[src/rtl/clock_monitor_pkg.sv]
// Shared definitions for the clock monitor: FSM state encoding and the default counter
// width and loss timeout, which the clock divider also uses.
package clock_monitor_pkg;

  localparam int unsigned DefCntWidth = 28;
  localparam int unsigned DefTimeout  = 120000;

  typedef enum logic [1:0] {
    StIdle  = 2'd0,
    StArmed = 2'd1,
    StLost  = 2'd2
  } state_e;

endpackage

[src/rtl/sync_edge_detect.sv]
// Multi-flop synchroniser for an asynchronous level with registered-previous edge detect.
// Reusable for any slow asynchronous input (sensed clocks, push buttons).
module sync_edge_detect #(
  parameter int unsigned SYNC_STAGES = 2
) (
  input  logic clock_in,
  input  logic reset_n,
  input  logic async_in,
  output logic level,
  output logic rise,
  output logic fall
);

  logic [SYNC_STAGES-1:0] sync_q;
  logic                   prev_q;

  always_ff @(posedge clock_in or negedge reset_n) begin
    if (!reset_n) begin
      sync_q <= '0;
      prev_q <= 1'b0;
    end else begin
      sync_q <= {sync_q[SYNC_STAGES-2:0], async_in};
      prev_q <= sync_q[SYNC_STAGES-1];
    end
  end

  assign level = sync_q[SYNC_STAGES-1];
  assign rise  = level & ~prev_q;
  assign fall  = ~level & prev_q;

endmodule

[src/rtl/clock_monitor.sv]
// Clock monitor: synchronises a slow sensed clock, emits edge pulses, measures its period and
// flags its loss. Define CLOCK_MONITOR_DUTY_EN to add the high_time (rise-to-fall) measurement.
module clock_monitor
  import clock_monitor_pkg::*;
#(
  parameter int unsigned CNT_WIDTH   = DefCntWidth,
  parameter int unsigned TIMEOUT     = DefTimeout,
  parameter int unsigned SYNC_STAGES = 2
) (
  input  logic                 clock_in,
  input  logic                 reset_n,
  input  logic                 sense_in,
  output logic                 rise_pulse,
  output logic                 fall_pulse,
  output logic [CNT_WIDTH-1:0] period,
  output logic                 period_valid,
`ifdef CLOCK_MONITOR_DUTY_EN
  output logic [CNT_WIDTH-1:0] high_time,
`endif
  output logic                 clock_lost
);

  localparam logic [CNT_WIDTH-1:0] CntMax = CNT_WIDTH'(TIMEOUT - 1);

  logic unused_level;
  logic level, rise_ev, fall_ev;

  sync_edge_detect #(
    .SYNC_STAGES(SYNC_STAGES)
  ) u_sync_edge_detect (
    .clock_in(clock_in),
    .reset_n (reset_n),
    .async_in(sense_in),
    .level   (level),
    .rise    (rise_ev),
    .fall    (fall_ev)
  );

  assign unused_level = level;

  // Cycles since the last rise event; saturates so a lost clock is never re-measured.
  logic [CNT_WIDTH-1:0] cnt_q, cnt_d;
  logic                 at_max;

  assign at_max = (cnt_q == CntMax);

  always_comb begin
    cnt_d = cnt_q + CNT_WIDTH'(1);
    if (rise_ev) begin
      cnt_d = '0;
    end else if (at_max) begin
      cnt_d = cnt_q;
    end
  end

  always_ff @(posedge clock_in or negedge reset_n) begin
    if (!reset_n) begin
      cnt_q <= '0;
    end else begin
      cnt_q <= cnt_d;
    end
  end

  state_e state_q, state_d;

  always_ff @(posedge clock_in or negedge reset_n) begin
    if (!reset_n) begin
      state_q <= StIdle;
    end else begin
      state_q <= state_d;
    end
  end

  // A rise coinciding with the timeout wins; falls never move the FSM.
  always_comb begin
    state_d = state_q;
    case (state_q)
      StIdle: begin
        if (rise_ev) begin
          state_d = StArmed;
        end else if (at_max) begin
          state_d = StLost;
        end
      end
      StArmed: begin
        if (!rise_ev && at_max) begin
          state_d = StLost;
        end
      end
      StLost: begin
        if (rise_ev) begin
          state_d = StArmed;
        end
      end
      default: state_d = StIdle;
    endcase
  end

  always_comb begin
    clock_lost = (state_q == StLost);
  end

  logic                 rise_q, fall_q, period_valid_q, period_valid_d;
  logic [CNT_WIDTH-1:0] period_q, period_d;

  always_comb begin
    period_valid_d = rise_ev && (state_q == StArmed);
    period_d       = period_q;
    if (period_valid_d) begin
      period_d = cnt_q + CNT_WIDTH'(1);
    end
  end

  always_ff @(posedge clock_in or negedge reset_n) begin
    if (!reset_n) begin
      rise_q         <= 1'b0;
      fall_q         <= 1'b0;
      period_valid_q <= 1'b0;
      period_q       <= '0;
    end else begin
      rise_q         <= rise_ev;
      fall_q         <= fall_ev;
      period_valid_q <= period_valid_d;
      period_q       <= period_d;
    end
  end

  assign rise_pulse   = rise_q;
  assign fall_pulse   = fall_q;
  assign period_valid = period_valid_q;
  assign period       = period_q;

`ifdef CLOCK_MONITOR_DUTY_EN
  logic [CNT_WIDTH-1:0] high_time_q, high_time_d;

  // A fall on the saturating cycle belongs to a high phase that already timed out.
  always_comb begin
    high_time_d = high_time_q;
    if (fall_ev && (state_q == StArmed) && !at_max) begin
      high_time_d = cnt_q + CNT_WIDTH'(1);
    end
  end

  always_ff @(posedge clock_in or negedge reset_n) begin
    if (!reset_n) begin
      high_time_q <= '0;
    end else begin
      high_time_q <= high_time_d;
    end
  end

  assign high_time = high_time_q;
`else
  // Without duty measurement, fall events only drive fall_pulse.
`endif

endmodule

[config.mk]
export PLATFORM = sky130hd
export DESIGN_NAME = clock_monitor
export DESIGN_NICKNAME = d
export VERILOG_FILES = /design/src/rtl/clock_monitor_pkg.sv /design/src/rtl/sync_edge_detect.sv /design/src/rtl/clock_monitor.sv
export SDC_FILE = /design/constraint.sdc
export NUM_CORES = 1
export LEC_CHECK = 0
export BUFFER_PORTS_ARGS = -buffer_cell sky130_fd_sc_hd__buf_4
export CAP_MARGIN = 20
export CORE_MARGIN = 5
export CORE_UTILIZATION = 45
export DETAILED_ROUTE_END_ITERATION = 12
export GPL_TIMING_DRIVEN = 1
export SYNTH_ARGS = -nofsm -noshare
export SYNTH_HDL_FRONTEND = slang
export SYNTH_SLANG_ARGS = --single-unit
[constraint.sdc]
create_clock -name clock_in -period 5.2 [get_ports clock_in]
set_input_delay 0.52 -clock clock_in [delete_from_list [all_inputs] [get_ports clock_in]]
set_output_delay 0.52 -clock clock_in [all_outputs]
set_load 0.05 [all_outputs]
==> summary.txt <==
Place
  – DPL Wire Length: 4133 µm
  – GPL Wtd Cong: 0.8486
  – Port Buf Inserts: 34
  – Post-Place Cells: 376

Power
  – Combinational cell fraction of total power: 0.178
  – Leakage power: 1.397 nW
  – Total power: 0.001142 W
  – Sequential share of power: 0.493
  – Clock power share: 0.329
  – Sw frac: 0.3110
  – Pwr dens: 349.3 nW/µm²
  – Peak supply drop: 207.0 µV
  – Internal Power: 0.0007871 W
  – Sw Pwr: 0.0003553 W

Yosys
  – Fraction of registers with async set/reset: 1.000
  – Post-synth EDFFs: 0
  – Area leader, netlist: dfrtp_1
  – Ranking of synthesized cells by area: dfrtp_1 58%, o21ai_0 4.7%, nand2_1 3.9%
  – Dominant synthesized flop cell: dfrtp_1
  – Mapped Nets: 279
  – Commonest cells in the netlist: 64 x dfrtp_1, 29 x nand2_1, 26 x nor2_1, 26 x o21ai_0, 17 x a21oi_1
  – Synth top area share: 0.5771
  – Number of synthesized register bits: 64
  – Cells after Synth: 275
  – Mean Syn Cell Area: 10.09 µm²
  – Synthesized cell area: 2775 µm²
  – Most frequent cell after synthesis: dfrtp_1
  – Syn. warnings: 0
  – Synth unique cells: 39
  – Seq/Total Area, Yosys: 0.5771

STA
  – Final Skew: 0.006558 ns
  – RSZ-0062 raised after global routing: no
  – Total negative slack: 0 ns
  – Final Hold Fails: 0
  – WHS: 0.2860 ns
  – Max frequency: 0.4277 GHz
  – # setup viols final: 0
  – Max-slew violation count: 0
  – Slew @ Worst Pin: 0.7988 ns
  – Worst slew margin: 0.4675
  – Min Tclk post-route: 2.338 ns
  – Crit share post-route: 0.4496

Final layout
  – Area growth from synthesis to layout: 17.85%
  – Ant diodes: 0
  – Nets: 316
  – Layout cells sized above 1: 0.1677
  – Layout Cells excl Fill: 391

Drt
  – Routed len/inst: 15.48 µm
  – DR vias/cell: 5.373
  – DRT Wirelength: 6054 µm
  – First-pass DRT Iterations: 4
  – Vias: 2101
  – Drt drc: 0
  – Starting DRT DRC Count: 137
  – Routed Antenna Nets: 0

Clock network
  – CTS buffer count: 9
  – # hold bufs at CTS: 0
  – H-Tree Depth: 3
  – CTS tree: done
  – Clock Tree Buf Depth: 2
  – Root buffer cell: clkbuf_8
  – Clk_lat worst skew: 0.33 ns
  – Clk sinks: 64
  – Post-CTS setup buffer count: 0
  – # resized after CTS: 0
  – Clk pin slew, worst setup/hold paths: 0.07 ns

Worst setup path
  – Cells on worst reg2reg path: 5
  – Critical path fanouts, max: 10
  – Crit-path leading delay family: simple AND/OR/NAND/NOR gates
  – Reg2Reg Capture Point: period[26]
  – Critical Path RT: 5.46 ns
  – Crit end category: flip-flop
  – Worst r2r src: cnt_q[0]
  – CP cell instances: ha_1, nand3_1, or4_1, or4_4, a31oi_1
  – Critical path's largest stage delay: 0.65 ns
  – Reg2Reg Setup Slack: 2.86 ns
  – Slowest CP cell: or4_1
  – Critical Path Start Type: flip-flop
  – WS Path Type: reg -> reg
  – Critical path arrival: 2.60 ns
  – CP Buf/Inv Count: 0

Die
  – Core area: 5956 µm²
  – Die H: 88.53 µm
  – Die footprint: 7838 µm²
  – Initial core utilization: 0.4660
  – Die W: 88.53 µm
  – Num ports: 35
  – Num rows: 28

Outcome
  – Status: complete, no violations

Global route
  – Vias in the first global route: 2154
  – Tot GR Track Use: 0.1771
  – Gr ovfl total: 0
  – First-pass GRT wire length: 10470 µm
  – Maximum number of pins on one net before global-route repair: 65
  – Initial antenna violation count: 0

Run
  – Maxcap violations: 0

Hold path
  – Hold Path Class: in -> async
==> power by group through the flow <==
| stage | Sequential, W | Clock (W) | Combinational (W) |
|---|---|---|---|
| 3_5_place_dp | 0.000573 | 0 | 0.000206 |
| 3_3_place_gp | 0.000571 | 0 | 0.000205 |
| 2_1_floorplan | 0.000658 | 0 | 0.0000504 |
| 4_1_cts | 0.000564 | 0.000387 | 0.000207 |
| 6_report | 0.000563 | 0.000376 | 0.000203 |
| 5_1_grt | 0.000571 | 0.000411 | 0.000220 |
==> worst reg2reg max path, stage by stage (launching register included) <==
cell     delay (ns)
dfrtp_1        0.43
ha_1           0.25
nand3_1        0.18
or4_1          0.65
or4_4          0.59
a31oi_1        0.17
==> state kept, by name, indices dropped and copies added, names as in the netlist <==
register                   cells
fall_pulse                     1
period                        28
state_q                        2
cnt_q                         28
u_sync_edge_detect.sync_q      2
rise_pulse                     1
period_valid                   1
u_sync_edge_detect.prev_q      1
==> final cells by class <==
class / count / area (µm²)
clock buffers: 12 / 155.1
clock inverters: 3 / 17.52
fillers: 559 / 2685
inverters: 6 / 22.52
multi-input cells: 195 / 1110
flip-flops and latches: 64 / 1602
well taps: 75 / 93.84
repair buffers: 36 / 270.3
==> logic make-up (layout without fill, tap and decap cells) <==
family                   after synthesis  after routing  share of synthesized area
XOR/XNOR                              14             14                    0.04418
flip-flops                            64             64                     0.5771
buffers and inverters                 16             57                    0.02299
adder cells (fa/ha/maj)                1              1                   0.004508
AO/OA/AOI/OAI                         62             62                     0.1235
AND/OR/NAND/NOR                      118            118                     0.2277
==> layout by cell type, fill, tap and decap left out, types with 2 or more instances in the layout <==
| cell type | netlist | routed |
|---|---|---|
| dfrtp_1 | 64 | 64 |
| buf_4 | 0 | 36 |
| nand2_1 | 29 | 29 |
| o21ai_0 | 26 | 26 |
| nor2_1 | 26 | 26 |
| a21oi_1 | 17 | 17 |
| nand3_1 | 13 | 13 |
| xnor2_1 | 12 | 12 |
| a31oi_1 | 11 | 11 |
| clkbuf_8 | 0 | 11 |
| nor3_1 | 8 | 8 |
| nand4_1 | 6 | 6 |
| or3_1 | 6 | 6 |
| inv_1 | 5 | 5 |
| nor4_1 | 5 | 5 |
| or4_1 | 4 | 4 |
| nand4b_1 | 4 | 4 |
| and4_1 | 3 | 3 |
| nor2b_1 | 2 | 2 |
| and3_1 | 2 | 2 |
| nor4b_1 | 2 | 2 |
| and2_1 | 2 | 2 |
| o31ai_1 | 2 | 2 |
| xor2_1 | 2 | 2 |
| clkinv_2 | 0 | 2 |
==> metal layers <==
| metal | wire length (µm) | vias up | track usage |
|---|---|---|---|
| met4 | 118 | 0 | 0.09615 |
| met5 | 0 | - | 0 |
| li1 | - | 1072 | - |
| met1 | 3030 | 981 | 0.2543 |
| met2 | 2662 | 37 | 0.2549 |
| met3 | 242 | 11 | 0.03073 |
==> metrics by stage <==
stage | worst slack (ns) | utilization | instance area, µm²
2_1_floorplan | 3.146 | - | 2775
3_3_place_gp | 2.967 | 0.5202 | 3098
3_5_place_dp | 2.894 | 0.5202 | 3098
4_1_cts | 2.870 | 0.5492 | 3271
5_1_grt | 2.733 | 0.5492 | 3271
6_report | 2.862 | 0.5492 | 3271
==> worst max-delay path by stage <==
stage | from | endpoint | slack, ns | cells after the start
global route | cnt_q[0] | cnt_q[26] | 2.73 | 5
global placement | cnt_q[0] | period[26] | 2.97 | 5
detailed placement | cnt_q[0] | period[26] | 2.89 | 5
finish | cnt_q[0] | period[26] | 2.86 | 5
floorplan | cnt_q[0] | period[26] | 3.15 | 6
CTS | cnt_q[0] | period[26] | 2.87 | 5
Note: power is estimated with default switching activity, not from simulation.
